**config.mk**
```make
export PLATFORM = sky130hd
export DESIGN_NAME = l2_response_receiver
export DESIGN_NICKNAME = d
export VERILOG_FILES = /design/src/rtl/l2_response_receiver.sv
export SDC_FILE = /design/constraint.sdc
export NUM_CORES = 2
export LEC_CHECK = 0
export CORE_AREA = 2 2 429 431
export CTS_BUF_LIST = sky130_fd_sc_hd__clkbuf_8 sky130_fd_sc_hd__clkbuf_16
export CTS_CLUSTER_SIZE = 8
export DETAILED_ROUTE_END_ITERATION = 8
export DIE_AREA = 0 0 431 433
export GPL_TIMING_DRIVEN = 0
export PLACE_DENSITY = 0.41
export SLEW_MARGIN = 20
export SYNTH_ARGS = -nofsm -noshare
export SYNTH_HDL_FRONTEND = slang
export SYNTH_SLANG_ARGS = --single-unit
```
**constraint.sdc**
```tcl
create_clock -name clk -period 60.1 [get_ports clk]
set_input_delay 12.02 -clock clk [delete_from_list [all_inputs] [get_ports clk]]
set_output_delay 12.02 -clock clk [all_outputs]
set_load 0.005 [all_outputs]
```
**src/rtl/l2_response_receiver.sv**
```systemverilog
// -----------------------------------------------------------------------------
// l2_response_receiver
//
// The core-side endpoint of the broadcast L2 response bus. It takes every
// packet addressed to CORE_ID and turns it into single-cycle strobes for the
// L1 instruction and data caches. It drops packets addressed to other cores.
// The block also keeps a bitmap of the outstanding request IDs for each cache
// type, and it raises a sticky flag when the request/response protocol is
// broken.
//
// Handshake: l2_response_valid is a valid-only strobe with no ready. The block
// accepts one packet per cycle with no backpressure. Every packet that matches
// CORE_ID is consumed in the cycle it is presented. dcache_req_valid and
// icache_req_valid are also valid-only, and each one marks one issued request
// in that cycle.
//
// Pipeline:
//   stage 1 (N+1) : latch the matching packet, apply tracking clears/sets
//   stage 2 (N+2) : registered decode strobes, wake bitmap, fill address/data
//
// Optional build macro: L2_RSP_PERF_COUNT_EN adds the perf_rsp_count and
// perf_drop_count ports. These are 32-bit wrapping counters.
//
// Ports:
//   clk, reset           clock; asynchronous active-high reset
//   l2_response_valid    response packet valid this cycle
//   l2_response          response packet (l2rsp_packet_t)
//   dcache_req_valid/id  data-side request issued to L2, with its ID
//   icache_req_valid/id  instruction-side request issued to L2, with its ID
//   dfill_en, ifill_en   line fill strobes for the data and instruction caches
//   fill_address/data    line address and data for a fill or invalidate
//   store_ack_en/status  store acknowledged, with its status bit
//   dinvalidate_en       data-cache invalidate strobe
//   iinvalidate_en       instruction-cache invalidate strobe
//   flush_ack_en         flush complete strobe
//   wake_bitmap          one-hot thread to wake
//   dcache_pending       outstanding data request IDs
//   icache_pending       outstanding instruction request IDs
//   protocol_error       sticky protocol violation flag
// -----------------------------------------------------------------------------

package l2_response_pkg;
   localparam int CORE_ID_W   = 4;
   localparam int ID_FIELD_W  = 4;
   localparam int LINE_BITS   = 512;
   localparam int LINE_ADDR_W = 26;

   typedef logic [LINE_BITS-1:0]   cache_line_data_t;
   typedef logic [LINE_ADDR_W-1:0] l2_addr_t;

   typedef enum logic [2:0] {
      L2_RSP_LOAD_ACK        = 3'd0,
      L2_RSP_STORE_ACK       = 3'd1,
      L2_RSP_FLUSH_ACK       = 3'd2,
      L2_RSP_DINVALIDATE_ACK = 3'd3,
      L2_RSP_IINVALIDATE_ACK = 3'd4
   } l2rsp_packet_type_t;

   typedef enum logic {
      CT_ICACHE = 1'b0,
      CT_DCACHE = 1'b1
   } cache_type_t;

   typedef struct packed {
      logic                   status;
      logic [CORE_ID_W-1:0]   core;
      logic [ID_FIELD_W-1:0]  id;
      l2rsp_packet_type_t     packet_type;
      cache_type_t            cache_type;
      cache_line_data_t       data;
      l2_addr_t               address;
   } l2rsp_packet_t;
endpackage

module l2_response_receiver
   import l2_response_pkg::*;
#(
   parameter int CORE_ID = 0,
   parameter int NUM_IDS = 4
) (
   input  logic                       clk,
   input  logic                       reset,
   input  logic                       l2_response_valid,
   input  l2rsp_packet_t              l2_response,
   input  logic                       dcache_req_valid,
   input  logic [$clog2(NUM_IDS)-1:0] dcache_req_id,
   input  logic                       icache_req_valid,
   input  logic [$clog2(NUM_IDS)-1:0] icache_req_id,
   output logic                       dfill_en,
   output logic                       ifill_en,
   output l2_addr_t                   fill_address,
   output cache_line_data_t           fill_data,
   output logic                       store_ack_en,
   output logic                       store_ack_status,
   output logic                       dinvalidate_en,
   output logic                       iinvalidate_en,
   output logic                       flush_ack_en,
   output logic [NUM_IDS-1:0]         wake_bitmap,
   output logic [NUM_IDS-1:0]         dcache_pending,
   output logic [NUM_IDS-1:0]         icache_pending,
`ifdef L2_RSP_PERF_COUNT_EN
   output logic [31:0]                perf_rsp_count,
   output logic [31:0]                perf_drop_count,
`endif
   output logic                       protocol_error
);
   localparam int ID_W = $clog2(NUM_IDS);
   localparam logic [CORE_ID_W-1:0] MY_CORE = CORE_ID_W'(CORE_ID);

   // Stage-1 packet fields. Only the ID bits this configuration uses are kept.
   logic               s1_valid;
   logic               s1_status;
   logic [ID_W-1:0]    s1_id;
   l2rsp_packet_type_t s1_type;
   cache_type_t        s1_ctype;
   cache_line_data_t   s1_data;
   l2_addr_t           s1_addr;

   logic core_match;
   logic unused_id_bits;

   // The upper ID bits are ignored when NUM_IDS < 16.
   assign unused_id_bits = ^l2_response.id;
   assign core_match     = l2_response_valid && (l2_response.core == MY_CORE);

   // ---------------------------------------------------------------- stage 1
   always_ff @(posedge clk or posedge reset) begin
      if (reset) begin
         s1_valid  <= 1'b0;
         s1_status <= 1'b0;
         s1_id     <= '0;
         s1_type   <= L2_RSP_LOAD_ACK;
         s1_ctype  <= CT_ICACHE;
         s1_data   <= '0;
         s1_addr   <= '0;
      end else begin
         s1_valid <= core_match;
         if (core_match) begin
            s1_status <= l2_response.status;
            s1_id     <= l2_response.id[ID_W-1:0];
            s1_type   <= l2_response.packet_type;
            s1_ctype  <= l2_response.cache_type;
            s1_data   <= l2_response.data;
            s1_addr   <= l2_response.address;
         end
      end
   end

   // ------------------------------------------------------------- tracking
   // Load, store and flush acks retire one outstanding request. Invalidates
   // are broadcast, so they are not tied to any request.
   logic               s1_is_ack;
   logic               s1_wakes;
   logic [NUM_IDS-1:0] s1_id_onehot;
   logic [NUM_IDS-1:0] dcache_clr, icache_clr;
   logic [NUM_IDS-1:0] dcache_set, icache_set;
   logic               ack_miss;
   logic               req_conflict;

   always_comb begin
      s1_is_ack    = (s1_type == L2_RSP_LOAD_ACK) || (s1_type == L2_RSP_STORE_ACK) ||
                     (s1_type == L2_RSP_FLUSH_ACK);
      s1_wakes     = s1_valid && s1_is_ack;
      s1_id_onehot = '0;
      s1_id_onehot[s1_id] = 1'b1;

      dcache_clr = '0;
      icache_clr = '0;
      ack_miss   = 1'b0;
      if (s1_wakes) begin
         if (s1_ctype == CT_DCACHE) begin
            dcache_clr = s1_id_onehot;
            ack_miss   = !dcache_pending[s1_id];
         end else begin
            icache_clr = s1_id_onehot;
            ack_miss   = !icache_pending[s1_id];
         end
      end

      dcache_set = '0;
      icache_set = '0;
      if (dcache_req_valid) dcache_set[dcache_req_id] = 1'b1;
      if (icache_req_valid) icache_set[icache_req_id] = 1'b1;

      // Re-issuing an ID is legal only when its ack retires in the same cycle.
      req_conflict = |(dcache_set & dcache_pending & ~dcache_clr) ||
                     |(icache_set & icache_pending & ~icache_clr);
   end

   // When one ID is cleared and set in the same cycle, the set wins.
   always_ff @(posedge clk or posedge reset) begin
      if (reset) begin
         dcache_pending <= '0;
         icache_pending <= '0;
         protocol_error <= 1'b0;
      end else begin
         dcache_pending <= (dcache_pending & ~dcache_clr) | dcache_set;
         icache_pending <= (icache_pending & ~icache_clr) | icache_set;
         if (ack_miss || req_conflict) protocol_error <= 1'b1;
      end
   end

   // ---------------------------------------------------------------- stage 2
   always_ff @(posedge clk or posedge reset) begin
      if (reset) begin
         dfill_en         <= 1'b0;
         ifill_en         <= 1'b0;
         store_ack_en     <= 1'b0;
         store_ack_status <= 1'b0;
         flush_ack_en     <= 1'b0;
         dinvalidate_en   <= 1'b0;
         iinvalidate_en   <= 1'b0;
         wake_bitmap      <= '0;
         fill_address     <= '0;
         fill_data        <= '0;
      end else begin
         dfill_en       <= s1_valid && (s1_type == L2_RSP_LOAD_ACK) && (s1_ctype == CT_DCACHE);
         ifill_en       <= s1_valid && (s1_type == L2_RSP_LOAD_ACK) && (s1_ctype == CT_ICACHE);
         store_ack_en   <= s1_valid && (s1_type == L2_RSP_STORE_ACK);
         flush_ack_en   <= s1_valid && (s1_type == L2_RSP_FLUSH_ACK);
         dinvalidate_en <= s1_valid && (s1_type == L2_RSP_DINVALIDATE_ACK);
         iinvalidate_en <= s1_valid && (s1_type == L2_RSP_IINVALIDATE_ACK);
         wake_bitmap    <= s1_wakes ? s1_id_onehot : '0;
         if (s1_valid) begin
            store_ack_status <= s1_status;
            fill_address     <= s1_addr;
            fill_data        <= s1_data;
         end
      end
   end

`ifdef L2_RSP_PERF_COUNT_EN
   // These counters count in stage 1 and wrap naturally at 2^32.
   always_ff @(posedge clk or posedge reset) begin
      if (reset) begin
         perf_rsp_count  <= '0;
         perf_drop_count <= '0;
      end else begin
         if (core_match)                       perf_rsp_count  <= perf_rsp_count + 32'd1;
         if (l2_response_valid && !core_match) perf_drop_count <= perf_drop_count + 32'd1;
      end
   end
`endif

endmodule

```
# [After elaboration in Yosys (flattened, before gate mapping)]
# Cells that the tools add are included.
[classes] n_lt_le_gt_ge=6 n_eq_ne=4 mux=19 bitwise_logic=11 n_reduce_logical=22
[ops] op="4-bit 2-to-1 mux" count=7
[ops] op="4-bit bitwise AND" count=6
[ops] op="1-bit logical AND" count=12
[ops] op="2-bit by 3-bit < comparator with 1-bit output, second input constant" count=3
[ops] op="4-bit inverter" count=2
[ops] op="4-bit OR" count=2
[ops] op="4-bit OR reduction" count=2
[ops] op="1-bit 2-to-1 mux" count=7
[ops] op="1-bit demux with 2-bit select" count=3
[ops] op="3-bit by 2-bit equality test with 1-bit output, second input constant" count=2
[ops] op="2-bit by 1-bit >= comparator with 1-bit output, second input constant" count=3
[ops] op="1-bit binary-select mux with 2-bit select" count=2
[ops] op="4-bit zero test" count=1
[ops] op="1-bit logical OR" count=4
[ops] op="3-bit by 1-bit equality test with 1-bit output, second input constant" count=1
[ops] op="3-bit equality test, second input constant" count=1
[ops] op="3-bit zero test" count=1
[ops] op="1-bit zero test" count=2
[ops] op="1-bit inverter" count=1
[word_totals] reg_bits=1104 out_inout_bits=558 wordCells=82

# [Depth between registers and ports, before layout]
[logic_depth] ltp_word=11 depth_mapped=7 depth_no_buf=5

# [Least setup slack after synthesis]
# Ideal clock, no wire load.
[synth_timing] kind="in2reg" startpoint="in l2_response[547] (netlist name)" endpoint="reg s1_addr[25]" arrival_time_ns=13.186 required_time_ns=59.972 setup_slack_ns=46.787 path_stages=6 path_buffers=3 cell_sequence="nor4_1 -> and2_1 -> buf_2 -> buf_2 -> buf_4 -> mux2_1"
[synth_between] elab_chain_cells=2
[synth_lines] item="from (decl)" line_no="84" rtl="input l2rsp_packet_t l2_response,"
[synth_lines] item="4-bit zero test" line_no="124" rtl="assign core_match = l2_response_valid && (l2_response.core == MY_CORE);"
[synth_lines] item="1-bit logical AND" line_no="124"
[synth_lines] item="to (signal assigned)" line_no="144" rtl="s1_addr <= l2_response.address;"
[synth_lines] item="to (decl)" line_no="117" rtl="l2_addr_t s1_addr;"
# Every way passes these cells.
# A chain may end at the register's enable or synchronous reset.

# [Worst setup path after layout]
[layout_timing] startpoint="in l2_response[547] (netlist name)" endpoint="reg s1_data[411]"
[layout_between] elab_chain_cells=2
[layout_lines] item="4-bit zero test" line_no="124"
[layout_lines] item="1-bit logical AND" line_no="124"
[layout_lines] item="to (signal assigned)" line_no="143" rtl="s1_data <= l2_response.data;"
[layout_lines] item="to (decl)" line_no="116" rtl="cache_line_data_t s1_data;"
# Every way passes these cells.

==> impl_metrics.env <==
export IMPL_status="finished clean"
export IMPL_worstPathCellList="clkdlybuf4s50_1 > nor4_2 > and2_1 > buf_2 > buf_2 > buf_4 > mux2_1"
export IMPL_power_leakage_uw=0.0262
export IMPL_gr_usage_all_layers_pct=16.1
export IMPL_dieArea_um2=187000
export IMPL_yosys_register_bits=1104
export IMPL_clock_sinks=1104
export IMPL_fmax_mhz=70.2
export IMPL_syn_cell_area_um2=41000
export IMPL_critPathMaxStageDelay_ns=0.62
export IMPL_antenna_left=0
export IMPL_hpwl_mm=117
export IMPL_p_seq_share_pct=43.8
export IMPL_clock_root_buffer="clkbuf_16"
export IMPL_syn_nets=2942
export IMPL_gp_congestion=0.786
export IMPL_cts_buffers=158
export IMPL_finalClockSkew_ns=0.0301
export IMPL_port_buffers=1114
export IMPL_area_growth_syn_to_layout_pct=46.1
export IMPL_cts_buffer_depth=3
export IMPL_rsz0062_at_grt="false"
export IMPL_worst_path_most_repeated_cell="buf_2"
export IMPL_hold_viol_final=0
export IMPL_yosysMostFrequentCell="dfrtp_1"
export IMPL_fin_crit_sh_pct=23.7
export IMPL_path_max_fanout=10
export IMPL_vias_per_cell=4.10
export IMPL_io_pins=1118
export IMPL_cts_tree="yes"
export IMPL_maxCapViolations=0
export IMPL_floorplan_die_height_um=433
export IMPL_grt_max_degree=97
export IMPL_clockPowerShare_pct=34.7
export IMPL_instances_no_fill=6100
export IMPL_place_area_um2=55600
export IMPL_p_comb_share_pct=21.5
export IMPL_antenna_found_initial=55
export IMPL_fillers=17900
export IMPL_routed_wl_mm=152
export IMPL_drtIter0Drc=803
export IMPL_worstPathRequired_ns=60.74
export IMPL_synth_top_cell_by_area="dfrtp_1"
export IMPL_cts_setup_buffers=0
export IMPL_cts_resized=0
export IMPL_holdCritPathClass="reg2reg"
export IMPL_clk_latency_ns=0.79
export IMPL_synth_avg_cell_area_um2=17.2
export IMPL_seq_area_um2=27600
export IMPL_hold_ws_ns=0.475
export IMPL_drc=0
export IMPL_dominantRegCellSynth="dfrtp_1"
export IMPL_endpoint_kind="flip-flop"
export IMPL_dp_cells=5895
export IMPL_yosysWarnings=0
export IMPL_synth_common_cells="1104 x dfrtp_1, 550 x mux2_2, 534 x mux2_1"
export IMPL_synth_cell_type_count=32
export IMPL_arrival_ns=14.89
export IMPL_ir_worst_vdd_mv=0.0223
export IMPL_layout_drive_gt1_share_pct=23.4
export IMPL_p_sw_share_pct=26.4
export IMPL_tightest_slew_ns=0.912
export IMPL_finalMaxSlewViolations=0
export IMPL_start_util_pct=22.5
export IMPL_cts_hold_buf=0
export IMPL_synth_async_reset_ratio_pct=100
export IMPL_cpMaxStageDelayCell="nor4_2"
export IMPL_vias=25000
export IMPL_synth_area_top_cells="dfrtp_1 67%, mux2_2 15%, mux2_1 15%, buf_4 1.0%, buf_2 0.70%"
export IMPL_p_sw_uw=618
export IMPL_core_area_um2=182000
export IMPL_critPathLaunchType="input port"
export IMPL_powerDensity_nw_per_um2=39.1
export IMPL_slew_headroom_pct=39.2
export IMPL_dr_pass1_iters=6
export IMPL_grt_pass1_vias=26900
export IMPL_dieWidth_um=431
export IMPL_path_class="in2reg"
export IMPL_fin_crit_ns=14.25
export IMPL_setup_viol=0
export IMPL_setup_tns_ns=0
export IMPL_multi_input_area_um2=12600
export IMPL_placementRows=157
export IMPL_p_int_uw=1730
export IMPL_nNetsFinal=4230
export IMPL_gr_total_overflow=0
export IMPL_synth_top_area_share_pct=67.3
export IMPL_path_clk_slew_ns=0.05
export IMPL_synth_edf_count=0
export IMPL_ys_seq_area_share_pct=67.3
export IMPL_postLayoutCellArea_um2=59900
export IMPL_h_tree_depth=4
export IMPL_grt_pass1_wl_mm=213
export IMPL_wl_per_cell_um=25.0
export IMPL_synthCells=2382
## worst max-delay path: cells and delay by family
family                 cells  cell delay [ns]
buffers and inverters      4             1.67
multiplexers               1             0.35
AND/OR/NAND/NOR            2             0.83
## layer usage
layer | global-route usage [%] | up-vias | share of wire (%)
li1 | - | 11000 | -
met3 | 5.99 | 235 | 8.0
met1 | 18.2 | 13000 | 38
met4 | 4.92 | 40 | 2.2
met2 | 28.1 | 734 | 51
met5 | 0 | - | 0.16
## layout by cell type, fill, tap and decap left out, types with 2 or more instances in the layout
| master | synthesis | routed |
|---|---|---|
| dfrtp_1 | 1104 | 1104 |
| diode_2 | 0 | 17 |
| nor3_1 | 3 | 3 |
| clkbuf_1 | 12 | 11 |
| inv_6 | 0 | 3 |
| clkinv_8 | 0 | 4 |
| o41ai_2 | 2 | 2 |
| and3_1 | 3 | 3 |
| o21ai_0 | 10 | 10 |
| mux4_2 | 2 | 2 |
| nand3_1 | 4 | 4 |
| mux2_1 | 534 | 534 |
| buf_2 | 57 | 57 |
| inv_1 | 5 | 14 |
| inv_16 | 0 | 4 |
| nand4_1 | 3 | 3 |
| clkbuf_16 | 0 | 159 |
| buf_16 | 0 | 14 |
| clkinv_16 | 0 | 3 |
| nor2b_2 | 2 | 2 |
| nand2b_1 | 4 | 4 |
| nand4b_1 | 2 | 2 |
| mux2_2 | 550 | 550 |
| nand2_1 | 11 | 11 |
| nor2_1 | 4 | 4 |
| buf_4 | 57 | 57 |
| clkbuf_8 | 0 | 3 |
| clkdlybuf4s50_1 | 0 | 1114 |
## sequential cells by signal, indices dropped and copies added, names as in the netlist, 2 cells and up
register and count:
fill_data 512, s1_data 512, wake_bitmap 4, icache_pending 4, dcache_pending 4, fill_address 26
s1_type 3, s1_addr 26, s1_id 2
## path summary, 6_finish.rpt
| kind | cells past startpoint | startpoint | end | slack [ns] |
|---|---|---|---|---|
| worst max-delay path | 7 | l2_response[547] | s1_data[411] | 45.85 |
| worst min-delay path | 1 | s1_data[438] | s1_data[438] | 0.48 |
| worst max register to register | 5 | s1_valid | fill_data[67] | 57.53 |
| worst min register to register | 1 | s1_data[438] | s1_data[438] | 0.48 |
| max in group asynchronous | 6 | reset | s1_data[57] | 46.25 |
| min in group asynchronous | 2 | reset | fill_data[270] | 11.63 |
## power by group through the flow
stage	clock network [uW]	registers (uW)	logic, uW
floorplan	0	1030	165
global placement	0	1040	509
detailed placement	0	1040	516
CTS	850	1030	518
global route	877	1050	537
finish	813	1030	503
## metrics by stage
stage	total power, uW	util (%)	setup slack [ns]
final	2340	32.9	45.85
after global routing	2470	32.9	45.68
after CTS	2400	32.9	45.69
after detailed placement	1560	30.5	44.82
after global placement	1550	30.3	-0.123
after floorplan	1190	-	17.00
## cell type report
type	count	area share (%)
tap	2385	4.98
multi-input combinational	1147	21.1
clock inverter	26	0.520
buffer	126	1.27
clock buffer	162	6.71
antenna	17	0.0710
timing repair buffer	1128	19.2
inverter	5	0.0438
sequential	1104	46.1
## cells by family after synthesis
family	share of synthesized area, %
buf+inv	1.89
simple gates	0.543
flops	67.3
mux	29.9
compound gates	0.345
No activity file was read; power rests on OpenSTA's default activity.
